[src/rtl/uart_arb_pkg.sv]
// Shared types and constants for the UART transmit arbiter.
package uart_arb_pkg;

   localparam int unsigned STATE_W          = 3;
   localparam logic [7:0]  TAG_BASE_DEFAULT = 8'hA0;

   typedef enum logic [STATE_W-1:0] {
      S_IDLE      = 3'd0,
      S_TAG_SEND  = 3'd1,
      S_TAG_WAIT  = 3'd2,
      S_DATA_SEND = 3'd3,
      S_DATA_WAIT = 3'd4
   } t_arb_state;

   // Tag byte announces which requester owns the following data frame.
   function automatic logic [7:0] tag_byte(input logic [7:0] i_base, input logic [2:0] i_id);
      return i_base | {5'b00000, i_id};
   endfunction

endpackage

[src/rtl/rr_arbiter.sv]
// Combinational round-robin picker: searches upward from the requester after i_Last,
// wrapping, and reports the first active request.
module rr_arbiter #(
   parameter int unsigned NUM_REQ = 4
) (
   input  logic [NUM_REQ-1:0]         i_Req,
   input  logic [$clog2(NUM_REQ)-1:0] i_Last,
   output logic [$clog2(NUM_REQ)-1:0] o_Winner,
   output logic                       o_Found
);

   localparam int unsigned ID_W = $clog2(NUM_REQ);

   logic [ID_W-1:0] w_Idx;

   always_comb begin
      o_Found  = 1'b0;
      o_Winner = '0;
      w_Idx    = '0;
      for (int unsigned k = 1; k <= NUM_REQ; k++) begin
         w_Idx = ID_W'((32'(i_Last) + k) % NUM_REQ);
         if (!o_Found && i_Req[w_Idx]) begin
            o_Found  = 1'b1;
            o_Winner = w_Idx;
         end
      end
   end

endmodule

[src/rtl/uart_tx_arbiter.sv]
// Round-robin arbiter sharing one UART transmitter among NUM_REQ byte requesters.
// Define UART_ARB_TAG_EN to precede each data frame with a tag frame naming the requester.
module uart_tx_arbiter
   import uart_arb_pkg::*;
#(
   parameter int unsigned NUM_REQ  = 4,
   parameter logic [7:0]  TAG_BASE = TAG_BASE_DEFAULT
) (
   input  logic                       i_Clock,
   input  logic                       i_Reset,
   input  logic [NUM_REQ-1:0]         i_Req_DV,
   input  logic [8*NUM_REQ-1:0]       i_Req_Byte,
   output logic [NUM_REQ-1:0]         o_Req_Ack,
   output logic [$clog2(NUM_REQ)-1:0] o_Grant_Id,
   output logic                       o_Busy,
   output logic                       o_Tx_DV,
   output logic [7:0]                 o_Tx_Byte,
   input  logic                       i_Tx_Active
);

   localparam int unsigned ID_W = $clog2(NUM_REQ);

   t_arb_state           r_State, w_Next;
   logic [ID_W-1:0]      r_Last_Grant, r_Grant_Id, w_Winner;
   logic                 w_Found, w_Grant;
   logic [NUM_REQ-1:0]   r_Req_Ack, w_Ack_Onehot;
   logic [7:0]           r_Tx_Byte, w_Req_Sel;
`ifdef UART_ARB_TAG_EN
   logic [7:0]           r_Data_Byte;
`endif

   rr_arbiter #(
      .NUM_REQ (NUM_REQ)
   ) u_rr_arbiter (
      .i_Req    (i_Req_DV),
      .i_Last   (r_Last_Grant),
      .o_Winner (w_Winner),
      .o_Found  (w_Found)
   );

   assign w_Req_Sel    = i_Req_Byte[{w_Winner, 3'b000} +: 8];
   assign w_Ack_Onehot = {{(NUM_REQ-1){1'b0}}, 1'b1} << w_Winner;

   // Never start a grant while the transmitter is busy or in an unknown post-power-up frame.
   always_comb begin
      w_Next  = r_State;
      w_Grant = 1'b0;
      case (r_State)
         S_IDLE: begin
            if (!i_Tx_Active && w_Found) begin
               w_Grant = 1'b1;
`ifdef UART_ARB_TAG_EN
               w_Next  = S_TAG_SEND;
`else
               w_Next  = S_DATA_SEND;
`endif
            end
         end
`ifdef UART_ARB_TAG_EN
         S_TAG_SEND:  if (i_Tx_Active)  w_Next = S_TAG_WAIT;
         S_TAG_WAIT:  if (!i_Tx_Active) w_Next = S_DATA_SEND;
`endif
         S_DATA_SEND: if (i_Tx_Active)  w_Next = S_DATA_WAIT;
         S_DATA_WAIT: if (!i_Tx_Active) w_Next = S_IDLE;
         default:                       w_Next = S_IDLE;
      endcase
   end

   always_ff @(posedge i_Clock) begin
      if (i_Reset) begin
         r_State      <= S_IDLE;
         r_Last_Grant <= ID_W'(NUM_REQ - 1);
         r_Grant_Id   <= '0;
         r_Req_Ack    <= '0;
         r_Tx_Byte    <= '0;
`ifdef UART_ARB_TAG_EN
         r_Data_Byte  <= '0;
`endif
      end else begin
         r_State   <= w_Next;
         r_Req_Ack <= '0;
         if (w_Grant) begin
            r_Req_Ack    <= w_Ack_Onehot;
            r_Last_Grant <= w_Winner;
            r_Grant_Id   <= w_Winner;
`ifdef UART_ARB_TAG_EN
            r_Tx_Byte    <= tag_byte(TAG_BASE, 3'(w_Winner));
            r_Data_Byte  <= w_Req_Sel;
`else
            r_Tx_Byte    <= w_Req_Sel;
`endif
         end
`ifdef UART_ARB_TAG_EN
         if (r_State == S_TAG_WAIT && !i_Tx_Active) r_Tx_Byte <= r_Data_Byte;
`endif
      end
   end

   assign o_Req_Ack  = r_Req_Ack;
   assign o_Grant_Id = r_Grant_Id;
   assign o_Tx_Byte  = r_Tx_Byte;
   assign o_Busy     = (r_State != S_IDLE);
`ifdef UART_ARB_TAG_EN
   assign o_Tx_DV    = (r_State == S_DATA_SEND) || (r_State == S_TAG_SEND);
`else
   assign o_Tx_DV    = (r_State == S_DATA_SEND);
`endif

endmodule
[config.mk]
export PLATFORM = sky130hd
export DESIGN_NAME = uart_tx_arbiter
export DESIGN_NICKNAME = d
export VERILOG_FILES = /design/src/rtl/uart_arb_pkg.sv /design/src/rtl/rr_arbiter.sv /design/src/rtl/uart_tx_arbiter.sv
export SDC_FILE = /design/constraint.sdc
export NUM_CORES = 1
export LEC_CHECK = 0
export ABC_AREA = 1
export CAP_MARGIN = 20
export CORE_UTILIZATION = 35
export DETAILED_ROUTE_END_ITERATION = 10
export GPL_TIMING_DRIVEN = 0
export PLACE_DENSITY = 0.69
export SLEW_MARGIN = 20
export SYNTH_ARGS = -nofsm -noshare
export SYNTH_HDL_FRONTEND = slang
export SYNTH_HIERARCHICAL = 1
export SYNTH_SLANG_ARGS = --single-unit
[constraint.sdc]
create_clock -name i_Clock -period 3.1 [get_ports i_Clock]
set_clock_uncertainty 0.1 [all_clocks]
set_input_delay 0.62 -clock i_Clock [delete_from_list [all_inputs] [get_ports i_Clock]]
set_output_delay 0.62 -clock i_Clock [all_outputs]
set_load 0.05 [all_outputs]
======== Yosys cells after proc, flatten, opt, wreduce, memory -nomap -nowiden ========
Cells that the tools add are included.
storage, ports and cells
  register bits ........................... 19
  input bits .............................. 39
  output and inout port bits .............. 16
  word-level logic and storage cells ...... 55
cells by class
  add/sub/neg operators ................... 4
  $lt $le $gt $ge ......................... 4
  equality and inequality tests ........... 5
  shift operators ......................... 2
  multiplexer cells ....................... 22
  bitwise operators ....................... 1
  reduce and logical (&&, ||, !) cells .... 12
operators with widths
  operator                                                                       count
  32-bit by 6-bit variable part select with 8-bit output                         1
  2-bit by 3-bit less-than comparator with 1-bit output (second input constant)  4
  1-bit two-way mux                                                              10
  3-bit two-way mux                                                              3
  3-bit one-hot mux with 3 select lines                                          1
  1-bit binary-select mux with 2-bit select                                      4
  2-bit two-way mux                                                              4
  2-bit by 1-bit adder with 2-bit output (second input constant)                 2
  2-bit adder (second input constant)                                            2
  1-bit logical AND                                                              4
  1-bit zero test                                                                4
  2-bit != test (second input constant)                                          2
  1-bit by 2-bit << shifter with 4-bit output (first input constant)             1
  3-bit by 2-bit == test with 1-bit output (second input constant)               1
  3-bit == test (second input constant)                                          1
  3-bit zero test                                                                1
  3-bit AND reduction                                                            1
  3-bit nonzero test                                                             1
  2-bit by 1-bit != test with 1-bit output (second input constant)               1
  2-bit OR reduction                                                             1
  1-bit NOT                                                                      1

======== Depth between registers and ports, before layout ========
  word-level depth ........................ 18
  gate-level depth with buffers ........... 14
  mapped depth without buffers ............ 13

======== Hierarchy ========
Netlist, hierarchy kept.
modules (own cells, without submodules)
  module           instances  cells each  area each (µm²)  seq. area each (µm²)
  uart_tx_arbiter  1          142         973.4            360.3
  rr_arbiter       1          52          271.5            0.0

======== Worst setup path before layout ========
OpenSTA, ideal clock, no wires.
  path kind ............................... input -> register
  from .................................... in i_Req_DV[2]
  to ...................................... reg r_Tx_Byte[4], in the netlist o_Tx_Byte[4]
  setup time .............................. 0.066 ns
  arrival time ............................ 1.785 ns
  required time ........................... 2.934 ns
  path slack .............................. 1.149 ns
  stages .................................. 13
  buffers on the path ..................... 2
  path through ............................ nand2_1 > nand2_1 > nand2_1 > nand2_4 > nor2_8 > nand3_1 > nand3_1 > buf_4 > buf_8 > nand2_1 > nand3_1 > nand2_1 > a21oi_2
on the way
  elaborated cells between the ends (all ways) .. 26
  classes of those cells .................. shift: 1; mux: 18; reduce/logical: 7
RTL lines
  element                                                     RTL line               RTL
  start: declaration                                          uart_tx_arbiter.sv:11  input logic [NUM_REQ-1:0] i_Req_DV,
  1-bit binary-select mux with 2-bit select                   rr_arbiter.sv:22       if (!o_Found && i_Req[w_Idx]) begin
  1-bit two-way mux (not written as such)                     rr_arbiter.sv:22
  1-bit two-way mux                                           rr_arbiter.sv:22
  1-bit zero test                                             rr_arbiter.sv:22
  1-bit logical AND                                           rr_arbiter.sv:22
  1-bit two-way mux                                           rr_arbiter.sv:22
  1-bit zero test                                             rr_arbiter.sv:22
  1-bit logical AND                                           rr_arbiter.sv:22
  1-bit two-way mux                                           rr_arbiter.sv:22
  1-bit zero test                                             rr_arbiter.sv:22
  1-bit logical AND                                           rr_arbiter.sv:22
  2-bit two-way mux (*)                                       rr_arbiter.sv:22
  via w_Winner[0]                                             uart_tx_arbiter.sv:24  logic [ID_W-1:0] r_Last_Grant, r_Grant_Id, w_Winner;
  32-bit by 6-bit variable part select with 8-bit output (*)  uart_tx_arbiter.sv:41  assign w_Req_Sel = i_Req_Byte[{w_Winner, 3'b000} +: 8];
  end signal: assignment                                      uart_tx_arbiter.sv:90  r_Tx_Byte <= w_Req_Sel;
  end: declaration                                            uart_tx_arbiter.sv:27  logic [7:0] r_Tx_Byte, w_Req_Sel;
The timed path passes the listed nets; every way through them passes the cells marked *. The select of a mux whose other input is x is not followed.
A chain may end at the register's enable or synchronous reset.

======== Worst setup path in the final report ========
  from .................................... in i_Req_DV[1]
  to ...................................... reg r_Tx_Byte[1], in the netlist o_Tx_Byte[1]
The elaborated chain is that of the path after synthesis.

==> reports/metrics.csv <==
stage,metric,value,unit
outcome,run status,"complete, no violations",
timing,final setup fails,0,
job,max_cap viols,0,
timing,Peak Freq,412,MHz
clocking,CTS clock-pin slew for the worst setup and hold paths,100,ps
floorplanning,I/O pin cnt,55,
placement,placed inst area,1840,µm²
logic_synthesis,post-synthesis sequential area ratio,0.289,
route,Avg Vias per Cell,4.60,
route,ANT nets after route,0,
power_and_ir_drop,sequential power share,0.228,
global_route,global-route usage over all layers,0.169,
critical_path,critical path class,in -> reg,
logic_synthesis,synth top area cells,"dfxtp_1 29%, nand2_1 23%, nand3_1 12%",
route,Detailed Route Iter0 Violations,52,
timing,Final Slew Violations,0,
floorplanning,Die Height,61.6,µm
power_and_ir_drop,leak pwr,0.870,nW
logic_synthesis,post-synth top area share,0.289,
critical_path,Critical Path RT,3220,ps
logic_synthesis,post-synth cell types,25,
critical_path,crit path DAT,2540,ps
route,WL/cell,10.6,µm
final_layout,Layout Nets,292,
logic_synthesis,Post-Syn Area,1240,µm²
global_route,first-pass GRT wire length,4750,µm
power_and_ir_drop,maximum vdd ir drop,0.298,mV
final_layout,area grow syn2layout,49.8,%
timing,"Hold Violations, Final",0,
clocking,TritonCTS Buffers,3,
logic_synthesis,post-synth top area cell,dfxtp_1,
floorplanning,Die X-Extent,61.6,µm
power_and_ir_drop,Int Pwr,639,µW
power_and_ir_drop,Sw Share,0.514,
global_route,pin count of the biggest net entering global routing,11,
logic_synthesis,Synth Register Bits,18,
clocking,post-CTS sizing,0,
floorplanning,Starting Density,0.370,
min_path,Hold Path Class,reg -> reg,
clocking,CTS sink cnt,18,
timing,post-route clock period utilization,0.782,
global_route,vias in the first global route,1067,
floorplanning,core box area,3360,µm²
critical_path,CP Capture Type,register,
route,# DRC,0,
clocking,Hold Buf Count CTS,0,
timing,Rel. slew slack,0.646,
clocking,Post-CTS Setup Bufs,0,
logic_synthesis,"Warnings, synthesis",6,
timing,RSZ-0062 raised after global routing,no,
power_and_ir_drop,Combinational Power Share,0.683,
clocking,clk_lat worst skew,280,ps
timing,Fin Setup TNS,0,ps
clocking,TritonCTS clock tree,yes,
power_and_ir_drop,pwr dens,705,nW/µm²
final_layout,layout cells sized above 1,0.151,
placement,number of port buffers,54,
final_layout,finished layout cell area,1870,µm²
clocking,CTS max path bufs,2,
route,Vias,1367,
logic_synthesis,Mapped Cells,194,
clocking,H-Tree Depth,1,
clocking,clock tree root driver cell,clkbuf_4,
logic_synthesis,"Net Count, Synth",233,
route,routed wire length,3160,µm
global_route,initial antenna violation count,0,
final_layout,# diodes,0,
global_route,Congestion Overflow GR,0,
route,Pre-antenna DRT Iters,6,
floorplanning,row cnt,21,
logic_synthesis,Syn Area/Cell,6.42,µm²
timing,minimum clock period after layout,2420,ps
placement,GP Congestion,0.827,
timing,Fin Hold WS,362,ps
power_and_ir_drop,clock share of power,0.089,
power_and_ir_drop,P_sw,675,µW
critical_path,Critical Path Source Type,input pin,
placement,Detailed Place HPWL,2430,µm
critical_path,CP max FO,10,
floorplanning,die area,3800,µm²
timing,Slew @ Worst Pin,529,ps
[power groups by stage]
stage	clock (mW)	combinational (mW)	sequential, mW
floorplan	0	0.527	0.425
global placement	0	0.894	0.304
detailed placement	0	0.902	0.305
CTS	0.120	0.905	0.299
global route	0.130	0.981	0.305
finish	0.117	0.898	0.299
[routing by layer]
layer	track usage	wire length (µm)	up-vias
met4	0.0413	14	0
met5	0	0	-
met2	0.281	1510	45
li1	-	-	729
met1	0.232	1520	591
met3	0.0189	116	2
[state kept, by name (all words and copies together) (netlist names)]
| name | cells |
|---|---|
| r_Last_Grant | 2 |
| o_Grant_Id | 2 |
| o_Req_Ack | 4 |
| o_Tx_Byte | 8 |
| r_State | 2 |
[layout by cell type, fill, tap and decap left out, drive strengths merged]
cell           instances
a21oi                 13
inv                   19
o21ai                  2
nand2                 89
buf                    7
clkdlybuf4s50         54
nor4                   1
nand4                  3
nand3                 31
nor3                   2
dfxtp                 18
nor2                   7
clkinv                 1
clkbuf                 3
o21a                   1
[cells by family (layout without fill, tap and decap cells)]
group | Yosys count | in the layout | synth area share
AOI/OAI and AO/OA | 16 | 16 | 0.0784
buffers and inverters | 27 | 84 | 0.108
and+or+nand+nor | 133 | 133 | 0.525
DFF | 18 | 18 | 0.289
[through the flow]
stage,worst slack [ps],total power [mW],util,instances
3_5_place_dp,359,1.21,0.548,294
6_report,675,1.31,0.555,297
3_3_place_gp,411,1.20,0.548,294
2_1_floorplan,1150,0.953,-,194
4_1_cts,670,1.32,0.555,297
5_1_grt,482,1.42,0.555,297
[layout make-up]
cell class | count | area [µm²]
clock buffers | 3 | 22.5
flip-flops and latches | 18 | 360
repair buffers | 54 | 541
fillers | 373 | 1500
plain buffers | 7 | 56.3
well taps | 46 | 57.6
multi-input cells | 149 | 751
inverters | 20 | 77.6
[synthesized netlist by cell type]
library cell / instances
nand2_1: 75
nand3_1: 29
dfxtp_1: 18
inv_1: 15
nand2_2: 10
a21oi_1: 9
a21oi_2: 4
nand2_4: 4
nor2_1: 4
buf_2: 3
inv_2: 3
nand4_1: 3
buf_4: 2
nand3_2: 2
nor2_4: 2
nor3_1: 2
buf_6: 1
buf_8: 1
clkinv_1: 1
inv_4: 1
nor2_8: 1
nor4_2: 1
o21a_1: 1
o21ai_0: 1
o21ai_1: 1
[worst paths after layout]
path                                      start  cells after the start  slack (ps)       endpoint
worst max-delay path                i_Req_DV[1]                     14         680   o_Tx_Byte[1]
worst min-delay path              o_Grant_Id[0]                      2         360  o_Grant_Id[0]
worst max register to register  r_Last_Grant[0]                     14         930   o_Tx_Byte[1]
worst min register to register    o_Grant_Id[0]                      2         360  o_Grant_Id[0]
[critical path, stage by stage]
cell	delay [ps]
clkdlybuf4s50_1	500
nand2_1	80
nand2_1	90
nand2_2	80
nand2_4	110
nor2_1	50
a21oi_1	120
nand3_1	120
inv_2	160
buf_2	270
nand2_1	80
nand3_1	70
nand2_1	60
a21oi_1	130
Power figures use the tool's default switching activity.
